### src/rtl/vending_machine_param.sv
// Parametrised vending controller: three coin values, saturating credit,
// price/dispense handshake, unit change pulses, cancel refund, stock count.
//
// Ports:
//   clk, rst_n                   clock, async active-low reset
//   coin_a, coin_b, coin_c       one-cycle coin pulses (VAL_A/B/C)
//   cancel                       refund request (honoured in COLLECT)
//   dispense_ack                 dispenser released the item
//   restock                      reload stock (honoured in IDLE)
//   dispense                     item release request, Moore (VEND)
//   change_pulse                 one cycle per change unit, Moore (CHANGE)
//   coin_reject                  last sampled coin was not credited
//   sold_out                     stock == 0
//   credit, stock                current credit and items remaining
module vending_machine_param #(
    parameter int PRICE      = 5,
    parameter int CREDIT_W   = 4,
    parameter int VAL_A      = 1,
    parameter int VAL_B      = 2,
    parameter int VAL_C      = 5,
    parameter int STOCK_W    = 4,
    parameter int STOCK_INIT = 4
) (
    input  logic                clk,
    input  logic                rst_n,
    input  logic                coin_a,
    input  logic                coin_b,
    input  logic                coin_c,
    input  logic                cancel,
    input  logic                dispense_ack,
    input  logic                restock,
    output logic                dispense,
    output logic                change_pulse,
    output logic                coin_reject,
    output logic                sold_out,
    output logic [CREDIT_W-1:0] credit,
    output logic [STOCK_W-1:0]  stock
);

    // One extra bit so credit + coin value can never wrap.
    localparam int VW = CREDIT_W + 1;

    localparam logic [VW-1:0] CMAX    = VW'((1 << CREDIT_W) - 1);
    localparam logic [VW-1:0] PRICE_V = VW'(PRICE);
    localparam logic [CREDIT_W-1:0] PRICE_C = CREDIT_W'(PRICE);
    localparam logic [STOCK_W-1:0]  STOCK_I = STOCK_W'(STOCK_INIT);

    typedef enum logic [1:0] {
        IDLE,
        COLLECT,
        VEND,
        CHANGE
    } state_t;

    state_t state;

    logic          coin_any;
    logic          coin_one;
    logic [VW-1:0] val;
    logic [VW-1:0] sum;
    logic          accept;
    logic [CREDIT_W-1:0] rem;

    assign coin_any = coin_a | coin_b | coin_c;
    assign coin_one = (32'(coin_a) + 32'(coin_b) + 32'(coin_c)) == 32'd1;

    always_comb begin
        val = '0;
        if (coin_a)
            val = VW'(VAL_A);
        else if (coin_b)
            val = VW'(VAL_B);
        else if (coin_c)
            val = VW'(VAL_C);
    end

    assign sum = {1'b0, credit} + val;
    assign rem = credit - PRICE_C;

    assign accept = ((state == IDLE) || (state == COLLECT))
                    && (stock != '0)
                    && coin_one
                    && !cancel
                    && (sum <= CMAX);

    assign dispense     = (state == VEND);
    assign change_pulse = (state == CHANGE);
    assign sold_out     = (stock == '0);

    always_ff @(posedge clk or negedge rst_n) begin
        if (!rst_n) begin
            state       <= IDLE;
            credit      <= '0;
            stock       <= STOCK_I;
            coin_reject <= 1'b0;
        end else begin
            coin_reject <= coin_any && !accept;
            unique case (state)
                IDLE, COLLECT: begin
                    if (state == IDLE && restock)
                        stock <= STOCK_I;
                    if (accept) begin
                        credit <= sum[CREDIT_W-1:0];
                        state  <= (sum >= PRICE_V) ? VEND : COLLECT;
                    end else if (state == COLLECT && cancel) begin
                        state <= CHANGE;
                    end
                end
                VEND: begin
                    if (dispense_ack) begin
                        credit <= rem;
                        stock  <= stock - STOCK_W'(1);
                        state  <= (rem != '0) ? CHANGE : IDLE;
                    end
                end
                CHANGE: begin
                    credit <= credit - CREDIT_W'(1);
                    if (credit == CREDIT_W'(1))
                        state <= IDLE;
                end
                default: state <= IDLE;
            endcase
        end
    end

endmodule

### config.mk
export PLATFORM = sky130hd
export DESIGN_NAME = vending_machine_param
export DESIGN_NICKNAME = d
export VERILOG_FILES = /design/src/rtl/vending_machine_param.sv
export SDC_FILE = /design/constraint.sdc
export NUM_CORES = 1
export LEC_CHECK = 0
export CAP_MARGIN = 20
export CORE_AREA = 2 2 48 61
export DETAILED_ROUTE_END_ITERATION = 10
export DIE_AREA = 0 0 50 63
export PLACE_DENSITY = 0.61
export SLEW_MARGIN = 5
export SYNTH_ARGS = -nofsm -noshare
export SYNTH_HDL_FRONTEND = slang
export SYNTH_SLANG_ARGS = --single-unit
### constraint.sdc
create_clock -name clk -period 5.5 [get_ports clk]
set_clock_uncertainty 0.2 [all_clocks]
set_input_delay 0.825 -clock clk [delete_from_list [all_inputs] [get_ports clk]]
set_output_delay 0.825 -clock clk [all_outputs]
set_load 0.01 [all_outputs]
# After elaboration in Yosys (flattened, before gate mapping)
# Cells that the tools add are included.
# word_totals
register_bits	11
latch_bits	0
ram_bits	0
mem_bits_ro	0
output_inout_bits	12
memories	0
# op_classes
add_sub_neg	6
n_mul	0
div_mod_pow	0
n_lt_le_gt_ge	2
n_eq_ne	10
shift	0
muxes	16
bitwise	2
reduce_logical	19
# ops
op	n
$mux 4	4
$mux 2	6
$pmux 4 s3	1
$pmux 4 s2	1
$reduce_bool 4->1	2
$sub 4x1->4 const B	2
$logic_and 1x1->1	7
$mux 3	2
$ne 2x2->1 const B	3
$pmux 2 s3	1
$reduce_and 3->1	2
$add 4x5->5	1
$ge 5x3->1 const B	1
$le 5x4->1 const B	1
$mux 5	1
$eq 2x2->1 const B	2
$eq 4x1->1 const B	1
$logic_not 4->1	1
$sub 4x3->4 const B	1
$add 2x1->3	1
$eq 3x1->1 const B	1
$ne 3x3->1 const B	1
$add 1x1->2	1
$eq 2x1->1 const B	1
8 further kinds	10

# Depth between registers and ports, before layout
# depth
word_depth	8
ltp_mapped	10
depth_no_buf	10

# Least setup slack after synthesis
# No wires, ideal clock.
# synth_path
path_type	input-to-reg
start	input port coin_c
end	register state[0]
setup_time_ps	67
arrival_ps	2537
slack_ps	2695
path_stages	10
n_path_buf	0
cell_sequence	inv_1 > o21ai_0 > ha_1 > inv_1 > fa_1 > nor2b_1 > nor2_1 > a2bb2oi_1 > o32ai_1 > o221a_1
# synth_between
elab_chain_len	8
word_cells_on_any_way	16
cone_classes	2 x add/sub; 2 x order compare; 2 x eq/ne; 6 x mux; 4 x reduce/logical
# synth_rtl
item	line_no	text
from (decl)	28	input logic coin_c,
$mux 3	73	else if (coin_c)
$mux 3	71	else if (coin_b)
$mux 5	69	if (coin_a)
$add 4x5->5	77	assign sum = {1'b0, credit} + val;
$ge 5x3->1 / $le 5x4->1 (equally long branches)	104, 84	
$mux 2 / $logic_and 1x1->1 (equally long branches)	104, 84	
$mux 2 / $ne 3x3->1 (equally long branches)	--	
$pmux 2 s3 / $reduce_and 3->1 (equally long branches)	--	
to (signal assigned)	104	state <= (sum >= PRICE_V) ? VEND : COLLECT;
to (signal assigned)	113	state <= (rem != '0) ? CHANGE : IDLE;
to (decl)	55	state_t state;
# Parallel ways exist; a longest one is shown, timed or not.
# A chain may end at the register's enable or synchronous reset.

# Final worst setup path
# Same ends and word-level chain as after synthesis.

==> results.md <==
* Antenna Nets Post-Route at 0
* Vias/cell at 5.39
* Simple-gate share of the synthesized area at 24.6%
* Final Routed Wirelength at 2230 um
* Cts hold-fix bufs at 0
* Cell row count at 21
* YS warnings at 0
* Required time worst endpoint at 5520 ps
* Pwr Density at 535 nW/um^2
* Crit path max-delay family: compound AO/OA/AOI/OAI gates
* Mux contribution to synthesized area at 3.21%
* Crit start category: primary input
* Slowest stage cell, crit path: fa_1
* Syn_area_per_cell at 8.93 um^2
* Yosys top cell area share at 25.7%
* Port-buffer cells at 19
* Post-layout util at 46.7%
* Relative slew slack at 62.4%
* Total track usage at 16.5%
* Share of layout cells above drive strength 1 at 10.1%
* Ratio of final minimum period to clock period at 57.3%
* Seq/Total Area, Yosys at 28.4%
* Total number of vias at 879
* Worst-path clk slew at 70 ps
* First drt pass iteration count at 3
* Post-CTS sizing at 0
* Slew @ Worst Pin at 565 ps
* Leak at 0.488 nW
* Max incr delay on CP at 490 ps
* Worst r2r path cells at 8
* Reg-to-reg endpoint: state[0]
* Hold Crit Class: flip-flop to flip-flop
* CP Max Fanout at 4
* Total die area at 3150 um^2
* Commonest cells post-synth: 10 x a21oi_1, 10 x dfrtp_1, 10 x inv_1
* DRC at 0
* Layout Nets at 146
* Die X-Extent at 50 um
* Top FF cell, synth: dfrtp_1
* Post-CTS Setup Inserts at 0
* Crit Path Class: primary input to flip-flop
* Global-route wire length before repair at 4040 um
* DP Wirelength at 1740 um
* Worst vdd ir at 223 uV
* Starting DRT DRC Count at 10
* RSZ-0062 raised after global routing: no
* CP dominant cell by count: inv_1
* GRT overflow at 0
* Cell area after synthesis at 973 um^2
* Setup TNS at 0 ps
* Status: completed
* Number of global-route vias before repair at 892
* Adder-cell area share of the yosys netlist at 11.8%
* Final setup vio count at 0
* Max Root-Sink Buffers at 2
* Max_cap viols at 0
* Antenna violations before repair at 0
* Slack of the critical path at 2350 ps
* CTS tree: done
* Pwr Total at 0.000649 W
* Clock Tree Root: clkbuf_4
* N_diodes at 0
* Mapped Nets at 125
* Number of synthesized flops with an enable pin at 0
* Avg WL per Cell at 13.7 um
* Xor and xnor area share after synthesis at 0.900%
* Synth cell types at 45
* Critical path capture point type: flip-flop
* Post-route minimum period at 3150 ps
* GPL Wtd Cong at 0.843
* Sink Count at 11
* Latest clock arrival within the worst-skew pair at 270 ps
* Hold path startpoint: stock[0]
* Async S/R FF share, synth at 100%
* Worst hold stages at 1
* Dominant cells by area after synthesis: dfrtp_1 26%, ha_1 7.7%, a21oi_1 5.1%
* Crit-path cells: clkdlybuf4s50_1, inv_1, o21ai_0, ha_1, inv_1, fa_1, nor2b_1, nor2_1, a2bb2oi_1, o32ai_1, o221a_1
* Largest family of logic cells by synthesized area: compound AO/OA/AOI/OAI gates
* Max Clk Rate at 317 MHz
* Synth area leader: dfrtp_1
* Final slew viol count at 0
* Buffers plus inverters on the worst setup path at 3
* Final Hold Vio Count at 0
* DIE HEIGHT at 63 um
* Reg-to-Reg Start: credit[0]
* Critical Path AT at 3170 ps
* R2R setup slack at 3040 ps
* Core area at 2600 um^2
* Area growth syn-to-layout at 24.7%
* Post-synthesis cell count at 109
* Seq cells post-synth at 11
* Pin count of the biggest net entering global routing at 15
* Total CTS buffers at 3
* Initial Utilization at 37.4%
* Worst setup startpoint: coin_c
* Complex-gate fraction of the synthesized area at 24.9%
* I/O Pins at 20
* Hold Path End: stock[0]
* # H-tree levels at 1
* Setup WS pre-CTS at 2080 ps
## flip-flops by register name (all words and copies together) (netlist names)
name	count
credit	4
stock	4
state	2
coin_reject	1
## metrics by stage
stage / hold slack (ps) / std cells / instance area [um^2]
floorplan: 324 / 109 / 973
global placement: 316 / 159 / 1190
detailed placement: 327 / 159 / 1190
CTS: 343 / 163 / 1210
global route: 373 / 163 / 1210
finish: 336 / 163 / 1210
## layout make-up
| class | count | area (um^2) |
|---|---|---|
| well taps | 34 | 42.5 |
| multi-input cells | 84 | 637 |
| fillers | 260 | 1390 |
| repair buffers | 19 | 190 |
| clock buffers | 4 | 26.3 |
| inverters | 11 | 41.3 |
| flip-flops and latches | 11 | 277 |
## how the worst max path moves through the flow
stage / end / slack, ps / cells past startpoint
4_1_cts: state[0] / 2350 / 11
3_3_place_gp: state[0] / 2130 / 11
5_1_grt: state[0] / 2130 / 11
2_1_floorplan: state[0] / 2700 / 10
3_5_place_dp: state[0] / 2080 / 11
6_report: state[0] / 2350 / 11
## cell families after synthesis
logic type,after synthesis
muxes,3
buffers and inverters,14
adders and majority gates,8
xor gates and xnor gates,1
AOI/OAI and AO/OA,34
and+or+nand+nor,38
DFF,11
## where the power goes
group	switching, W	total, W	internal [W]
registers	0.0000743	0.000194	0.000120
logic	0.000186	0.000398	0.000212
clock network	0.0000288	0.0000570	0.0000281
## metal layers
| layer | track usage [%] | wire, um |
|---|---|---|
| met1 | 19.3 | 958 |
| met4 | 9.03 | 51 |
| met2 | 28.5 | 1160 |
| met5 | 0 | 0 |
| met3 | 2.15 | 68 |
## placed cells by master (no fill, tap or decap), drive strengths merged, types with 2 or more instances in the layout
master	instances
o22ai	2
o211ai	2
nor3	4
nand2b	5
nand2	9
clkdlybuf4s50	19
nor2	6
clkbuf	4
nor2b	4
mux2i	2
a21oi	10
o21ai	7
a22o	3
a2bb2oi	3
fa	2
dfrtp	10
inv	11
ha	6
No activity file was read; power rests on OpenSTA's default activity.
